<file path="config.mk">
export PLATFORM = sky130hd
export DESIGN_NAME = vga_scan_ctrl
export DESIGN_NICKNAME = d
export VERILOG_FILES = /design/src/rtl/vga_timing_defs.sv /design/src/rtl/pix_div_gen.sv /design/src/rtl/vga_scan_ctrl.sv
export SDC_FILE = /design/constraint.sdc
export NUM_CORES = 1
export LEC_CHECK = 0
export ABC_AREA = 1
export BUFFER_PORTS_ARGS = -buffer_cell sky130_fd_sc_hd__buf_2
export CORE_ASPECT_RATIO = 0.5
export CORE_UTILIZATION = 55
export DETAILED_ROUTE_END_ITERATION = 8
export PLACE_DENSITY = 0.92
export SYNTH_ARGS = -nofsm -noshare
export SYNTH_HDL_FRONTEND = slang
export SYNTH_HIERARCHICAL = 1
export SYNTH_SLANG_ARGS = --single-unit
</file>
<file path="constraint.sdc">
create_clock -name clk -period 2.2 [get_ports clk]
set_input_delay 0.33 -clock clk [delete_from_list [all_inputs] [get_ports clk]]
set_output_delay 0.33 -clock clk [all_outputs]
set_load 0.03 [all_outputs]
</file>
<file path="src/rtl/vga_timing_defs.sv">
// ---------------------------------------------------------------------------
// vga_timing_defs
//   Shared 640x480@60 VGA timing constants for the scan controller and the
//   renderers, plus a helper that advances a (column,row) position by one
//   pixel with line and frame wrap.
//   No ports (package).
// ---------------------------------------------------------------------------
package vga_timing_defs;

    localparam logic [9:0] H_VIS  = 10'd640;
    localparam logic [9:0] H_FP   = 10'd16;
    localparam logic [9:0] H_SYNC = 10'd96;
    localparam logic [9:0] H_BP   = 10'd48;
    localparam logic [9:0] H_TOT  = H_VIS + H_FP + H_SYNC + H_BP;   // 800

    localparam logic [9:0] V_VIS  = 10'd480;
    localparam logic [9:0] V_FP   = 10'd10;
    localparam logic [9:0] V_SYNC = 10'd2;
    localparam logic [9:0] V_BP   = 10'd33;
    localparam logic [9:0] V_TOT  = V_VIS + V_FP + V_SYNC + V_BP;   // 525

    // Sync pulse spans [START, END): 656..751 columns, 490..491 rows
    localparam logic [9:0] H_SYNC_START = H_VIS + H_FP;
    localparam logic [9:0] H_SYNC_END   = H_SYNC_START + H_SYNC;
    localparam logic [9:0] V_SYNC_START = V_VIS + V_FP;
    localparam logic [9:0] V_SYNC_END   = V_SYNC_START + V_SYNC;

    localparam logic [9:0] H_MAX = H_TOT - 10'd1;
    localparam logic [9:0] V_MAX = V_TOT - 10'd1;

    typedef struct packed {
        logic [9:0] h;
        logic [9:0] v;
    } scan_pos_t;

    // One pixel step in raster order; the last pixel of the frame wraps to (0,0)
    function automatic scan_pos_t scan_advance(input scan_pos_t p);
        scan_pos_t n;
        n = p;
        if (p.h == H_MAX) begin
            n.h = '0;
            n.v = (p.v == V_MAX) ? '0 : p.v + 10'd1;
        end else begin
            n.h = p.h + 10'd1;
        end
        return n;
    endfunction

endpackage

</file>
<file path="src/rtl/pix_div_gen.sv">
// ---------------------------------------------------------------------------
// pix_div_gen
//   Divides the system clock down to the pixel rate. pix_en is a registered
//   one-clock strobe, first high PIX_DIV cycles after reset release and then
//   every PIX_DIV cycles.
//   Ports:
//     clk     in  system clock
//     rst_n   in  asynchronous active-low reset
//     pix_en  out one-clock pixel strobe
// ---------------------------------------------------------------------------
module pix_div_gen #(
    parameter int unsigned PIX_DIV = 4
) (
    input  logic clk,
    input  logic rst_n,
    output logic pix_en
);

    localparam int unsigned      DW      = $clog2(PIX_DIV);
    localparam logic [DW-1:0]    DIV_MAX = DW'(PIX_DIV - 1);

    logic [DW-1:0] div_q, div_d;
    logic          pix_en_q, pix_en_d;

    always_comb begin
        div_d    = (div_q == DIV_MAX) ? '0 : div_q + DW'(1);
        // Registered terminal count: strobe appears in the cycle after div
        // reaches DIV_MAX, which is cycle PIX_DIV after reset release
        pix_en_d = (div_q == DIV_MAX);
    end

    always_ff @(posedge clk or negedge rst_n) begin
        if (!rst_n) begin
            div_q    <= '0;
            pix_en_q <= 1'b0;
        end else begin
            div_q    <= div_d;
            pix_en_q <= pix_en_d;
        end
    end

    assign pix_en = pix_en_q;

endmodule

</file>
<file path="src/rtl/vga_scan_ctrl.sv">
// ---------------------------------------------------------------------------
// vga_scan_ctrl
//   640x480@60 VGA scan controller. Produces the pixel strobe, the current
//   scan position (h_cnt,v_cnt), a look-ahead position (ah_cnt,av_cnt) that
//   runs LOOKAHEAD pixels ahead for BRAM addressing, and a registered,
//   blanked {rgb,hsync,vsync} bundle one pixel period behind h/v.
//   Optional feature macro: VGA_FRAME_CNT_EN adds the 16-bit frame_cnt port.
//   Ports:
//     clk, rst_n          clock, asynchronous active-low reset
//     pixel_in[11:0]      renderer pixel for (h_cnt,v_cnt)
//     h_cnt/v_cnt         current column 0..799 / row 0..524
//     ah_cnt/av_cnt       look-ahead column / row
//     pix_en              one-clock strobe per pixel
//     hsync/vsync         active-low syncs
//     vga_rgb[11:0]       blanked registered pixel
//     frame_tick          one-clock pulse when (h,v) becomes (0,0)
//     frame_cnt[15:0]     frames since reset (VGA_FRAME_CNT_EN only)
// ---------------------------------------------------------------------------
module vga_scan_ctrl
    import vga_timing_defs::*;
#(
    parameter int unsigned PIX_DIV   = 4,
    parameter int unsigned LOOKAHEAD = 1
) (
    input  logic        clk,
    input  logic        rst_n,
    input  logic [11:0] pixel_in,
    output logic [9:0]  h_cnt,
    output logic [9:0]  v_cnt,
    output logic [9:0]  ah_cnt,
    output logic [9:0]  av_cnt,
    output logic        pix_en,
    output logic        hsync,
    output logic        vsync,
    output logic [11:0] vga_rgb,
    output logic        frame_tick
`ifdef VGA_FRAME_CNT_EN
    ,
    output logic [15:0] frame_cnt
`endif
);

    // LOOKAHEAD is at most 15, so it never crosses the first line
    localparam logic [9:0] AH_RST = 10'(LOOKAHEAD);

    logic pix_en_w;

    pix_div_gen #(.PIX_DIV(PIX_DIV)) u_pix_div (
        .clk    (clk),
        .rst_n  (rst_n),
        .pix_en (pix_en_w)
    );

    logic [9:0]  h_q,  h_d,  v_q,  v_d;
    logic [9:0]  ah_q, ah_d, av_q, av_d;
    logic [11:0] rgb_q, rgb_d;
    logic        hsync_q, hsync_d, vsync_q, vsync_d;
    logic        frame_tick_q, frame_tick_d;
    logic        visible;
    scan_pos_t   cur_nxt, la_nxt;

    always_comb begin
        cur_nxt = scan_advance('{h: h_q,  v: v_q});
        la_nxt  = scan_advance('{h: ah_q, v: av_q});
        visible = (h_q < H_VIS) && (v_q < V_VIS);

        h_d          = h_q;
        v_d          = v_q;
        ah_d         = ah_q;
        av_d         = av_q;
        rgb_d        = rgb_q;
        hsync_d      = hsync_q;
        vsync_d      = vsync_q;
        frame_tick_d = 1'b0;

        if (pix_en_w) begin
            // Bundle is taken from the pre-advance position, giving a fixed
            // one-pixel latency relative to h/v
            rgb_d        = visible ? pixel_in : '0;
            hsync_d      = ~((h_q >= H_SYNC_START) && (h_q < H_SYNC_END));
            vsync_d      = ~((v_q >= V_SYNC_START) && (v_q < V_SYNC_END));
            h_d          = cur_nxt.h;
            v_d          = cur_nxt.v;
            ah_d         = la_nxt.h;
            av_d         = la_nxt.v;
            frame_tick_d = (cur_nxt.h == '0) && (cur_nxt.v == '0);
        end
    end

    always_ff @(posedge clk or negedge rst_n) begin
        if (!rst_n) begin
            h_q          <= '0;
            v_q          <= '0;
            ah_q         <= AH_RST;
            av_q         <= '0;
            rgb_q        <= '0;
            hsync_q      <= 1'b1;
            vsync_q      <= 1'b1;
            frame_tick_q <= 1'b0;
        end else begin
            h_q          <= h_d;
            v_q          <= v_d;
            ah_q         <= ah_d;
            av_q         <= av_d;
            rgb_q        <= rgb_d;
            hsync_q      <= hsync_d;
            vsync_q      <= vsync_d;
            frame_tick_q <= frame_tick_d;
        end
    end

`ifdef VGA_FRAME_CNT_EN
    logic [15:0] frame_cnt_q, frame_cnt_d;

    // Counts alongside frame_tick so frame_cnt changes in the same cycle
    // the tick is seen; wraps naturally at 16 bits
    always_comb begin
        frame_cnt_d = frame_tick_d ? frame_cnt_q + 16'd1 : frame_cnt_q;
    end

    always_ff @(posedge clk or negedge rst_n) begin
        if (!rst_n) begin
            frame_cnt_q <= '0;
        end else begin
            frame_cnt_q <= frame_cnt_d;
        end
    end

    assign frame_cnt = frame_cnt_q;
`endif

    assign h_cnt      = h_q;
    assign v_cnt      = v_q;
    assign ah_cnt     = ah_q;
    assign av_cnt     = av_q;
    assign pix_en     = pix_en_w;
    assign hsync      = hsync_q;
    assign vsync      = vsync_q;
    assign vga_rgb    = rgb_q;
    assign frame_tick = frame_tick_q;

endmodule

</file>
==> results.yml <==
run_status:
  outcome: "finished, final reports clean"
clock_tree:
  cts_buffers: 9
  clk-insertion-delay-late_ns: 0.32
  cts_setup_buffers: 0
  clkTransAtPathRegs_ns: 0.05
  cts.htree.levels: 3
  clock-sinks: 58
  cts_buffer_depth: 2
  cts_tree: "done"
  cts-root-buf: "clkbuf_16"
synth:
  yosysSeqAreaShare_pct: 45.0
  synth.distinct_cells: 36
  async_reset_ff_share_pct: 100
  syn_avg_cell_area_um2: 7.73
  synthCells: 419
  ys_ff_latch: 58
  syn_area_um2: 3240
  yosysTopAreaCell: "dfrtp_1"
  synthFlopType: "dfrtp_1"
  synth.net_count: 442
  synthTopCellsByArea: "dfrtp_1 (43%), nand2_1 (14%), o21ai_0 (7.3%), inv_1 (5.5%), nand3_1 (4.6%)"
  synth-edff-count: 0
  synth_top_area_share_pct: 42.5
  ys.warnings.count: 6
timing:
  setup_viol: 0
  tightest_slew_ns: 0.559
  hold_viol_final: 0
  relSlewSlack_pct: 62.4
  fin_skew_ns: 0.00837
  min_period_ns: 1.93
  tns_ns: 0
  worst_slack_ns: 0.265
  drv_slew: 0
  min_period_over_period_pct: 87.9
  rsz0062_at_grt: "no"
  fmax_ghz: 0.517
route:
  dr_wl_met3_um: 468
  first_pass_iters: 6
  vias_per_cell: 5.46
  dr_wl_met2_um: 4060
  drt-met1-wl_um: 3470
  wl_per_cell_um: 14.3
  drt_iter0_markers: 229
  top_layer_used: "met4"
  ant_nets: 0
  via_count: 3123
  drc: 0
  routed_wl_um: 8200
global_routing:
  track_usage_pct: 28.9
  grt_max_degree: 43
  antenna_found_initial: 0
  grt_pass1_vias: 3102
  grt_first_pass_wirelength_um: 14200
  grt_overflow: 0
critical_path:
  worstPathArrival_ns: 2.20
  slowest_delay_ns: 0.55
  cp_slowest_cell: "dfstp_2"
  crit_chain: "ha_1 -> nand2_1 -> nor2_1 -> nand4_1 -> nor2_4 -> buf_4 -> a21oi_1 -> and3b_1"
  r2r_start: "ah_cnt[0]"
  r2r_slack_ns: 0.27
  cp-start-kind: "register"
  path_max_fanout: 10
  reg2regPathDepth: 8
  reg2reg_to: "av_cnt[3]"
  crit_family: "simple AND/OR/NAND/NOR gates"
  cp.required_ns: 2.46
  end_kind: "register"
  criticalPathCategory: "register to register"
  crit_buf_inv: 1
min_path:
  hold_path.class: "primary input to register"
  worst_hold_path.num_cells: 3
  worstHoldStart: "pixel_in[7]"
  holdPathEnd: "vga_rgb[7]"
die:
  rows: 19
  fp.dieW_um: 110
  io_pins: 70
  initial_core_util_pct: 57.9
  design.die.area_um2: 6210
  fp.dieH_um: 56.2
  core_area_um2: 5590
layout:
  fin_nets: 517
  area_growth_pct: 23.1
  finalInstanceArea_um2: 3980
  multi_input_area_um2: 1540
  fillers: 421
  drive_above_1_share_pct: 22.8
  regArea_um2: 1460
  final_common_cell: "nand2_1"
  insertedDiodeCount: 0
  final_util_pct: 71.3
  mostFrequentLayoutCells: "nand2_1 (117), buf_2 (69), dfrtp_1 (55)"
power:
  leakage_nw: 2.04
  power_density_nw_per_um2: 639
  vdd.ir_drop.worst_uv: 450
  total_power_mw: 2.55
place:
  dp_hpwl_um: 5470
  gp_congestion: 0.862
  place_area_um2: 3670
  portBuffers: 69
  post-place-ws_ns: 0.277
job:
  maxCapViolCount: 0
==> worst register-to-register path: cells and delay by family (launching register included) <==
family / cells / cell delay (ns)
AO/OA/AOI/OAI: 1 / 0.07
adder cells (fa/ha/maj): 1 / 0.18
buffers and inverters: 1 / 0.21
flip-flops: 1 / 0.55
AND/OR/NAND/NOR: 5 / 0.88
==> through the flow <==
stage	hold WS [ns]	std cells
after floorplan	0.0344	419
after global placement	0.298	555
after detailed placement	0.296	555
after CTS	0.266	572
after global routing	0.293	572
final	0.271	572
==> flip-flops by register name, indices dropped and copies added, names as in the netlist <==
register / flops
u_pix_div/pix_en: 1
u_pix_div/div_q: 2
frame_tick: 1
hsync: 1
vga_rgb: 12
h_cnt: 10
ah_cnt: 10
av_cnt: 10
vsync: 1
v_cnt: 10
==> where the power goes <==
| group | switching, mW | leakage, nW | internal [mW] | total (mW) |
|---|---|---|---|---|
| Clock | 0.474 | 0.149 | 0.902 | 1.38 |
| Sequential | 0.00615 | 0.747 | 1.08 | 1.09 |
| Combinational | 0.0599 | 1.14 | 0.0262 | 0.0861 |
| Total | 0.540 | 2.04 | 2.01 | 2.55 |
==> metal layers <==
layer,global-route usage (%),vias to the layer above
li1,-,1510
met1,35.7,1479
met2,49.4,111
met3,7.08,23
met4,11.0,0
met5,0,-
==> Yosys cell counts (2+ instances only) <==
library cell and instances:
nand2_2 3, xnor2_1 5, nor3b_1 3, dfstp_2 3, nor2_1 31, nor2_4 2, nand3_1 30, buf_4 2
nand4_1 15, nand2_1 117, a21oi_1 5, nor2_2 5, nor3_2 2, inv_2 3, clkbuf_1 7, xor2_1 2
nand3_2 3, nor4_1 4, dfrtp_1 55, nor3_1 6, inv_1 47, ha_1 9, o21ai_0 47
==> repair_timing <==
item                                    4_1_cts  5_1_grt
endpoints found under the hold margin        15        0
resized for setup                             0        1
hold buffers                                  1        0
endpoints found under the setup margin        0        1
==> final cells by class <==
cell class | count | share of cell area (%)
Clock buffer | 11 | 6.09
Sequential cell | 58 | 36.5
Tap cell | 73 | 2.29
Inverter | 50 | 4.71
Clock inverter | 5 | 1.35
Timing Repair Buffer | 76 | 10.4
Multi-Input combinational cell | 299 | 38.7
==> worst max-delay path by stage <==
stage / end / cells after the start / slack [ns] / startpoint
3_3_place_gp: frame_tick / 11 / 0.38 / h_cnt[0]
3_5_place_dp: frame_tick / 11 / 0.28 / h_cnt[0]
2_1_floorplan: frame_tick / 12 / 0.34 / h_cnt[0]
6_report: av_cnt[3] / 8 / 0.27 / ah_cnt[0]
5_1_grt: frame_tick / 11 / 0.12 / h_cnt[0]
4_1_cts: frame_tick / 11 / 0.26 / h_cnt[0]
==> kinds of logic (layout without fill, tap and decap cells) <==
logic type | after synthesis | in the layout | synth area share (%)
flops | 58 | 58 | 45.0
simple gates | 228 | 228 | 33.3
buf+inv | 62 | 142 | 7.69
compound gates | 55 | 55 | 8.66
xor+xnor | 7 | 7 | 1.89
fa+ha+maj | 9 | 9 | 3.48
Note: power is estimated with default switching activity, not from simulation.
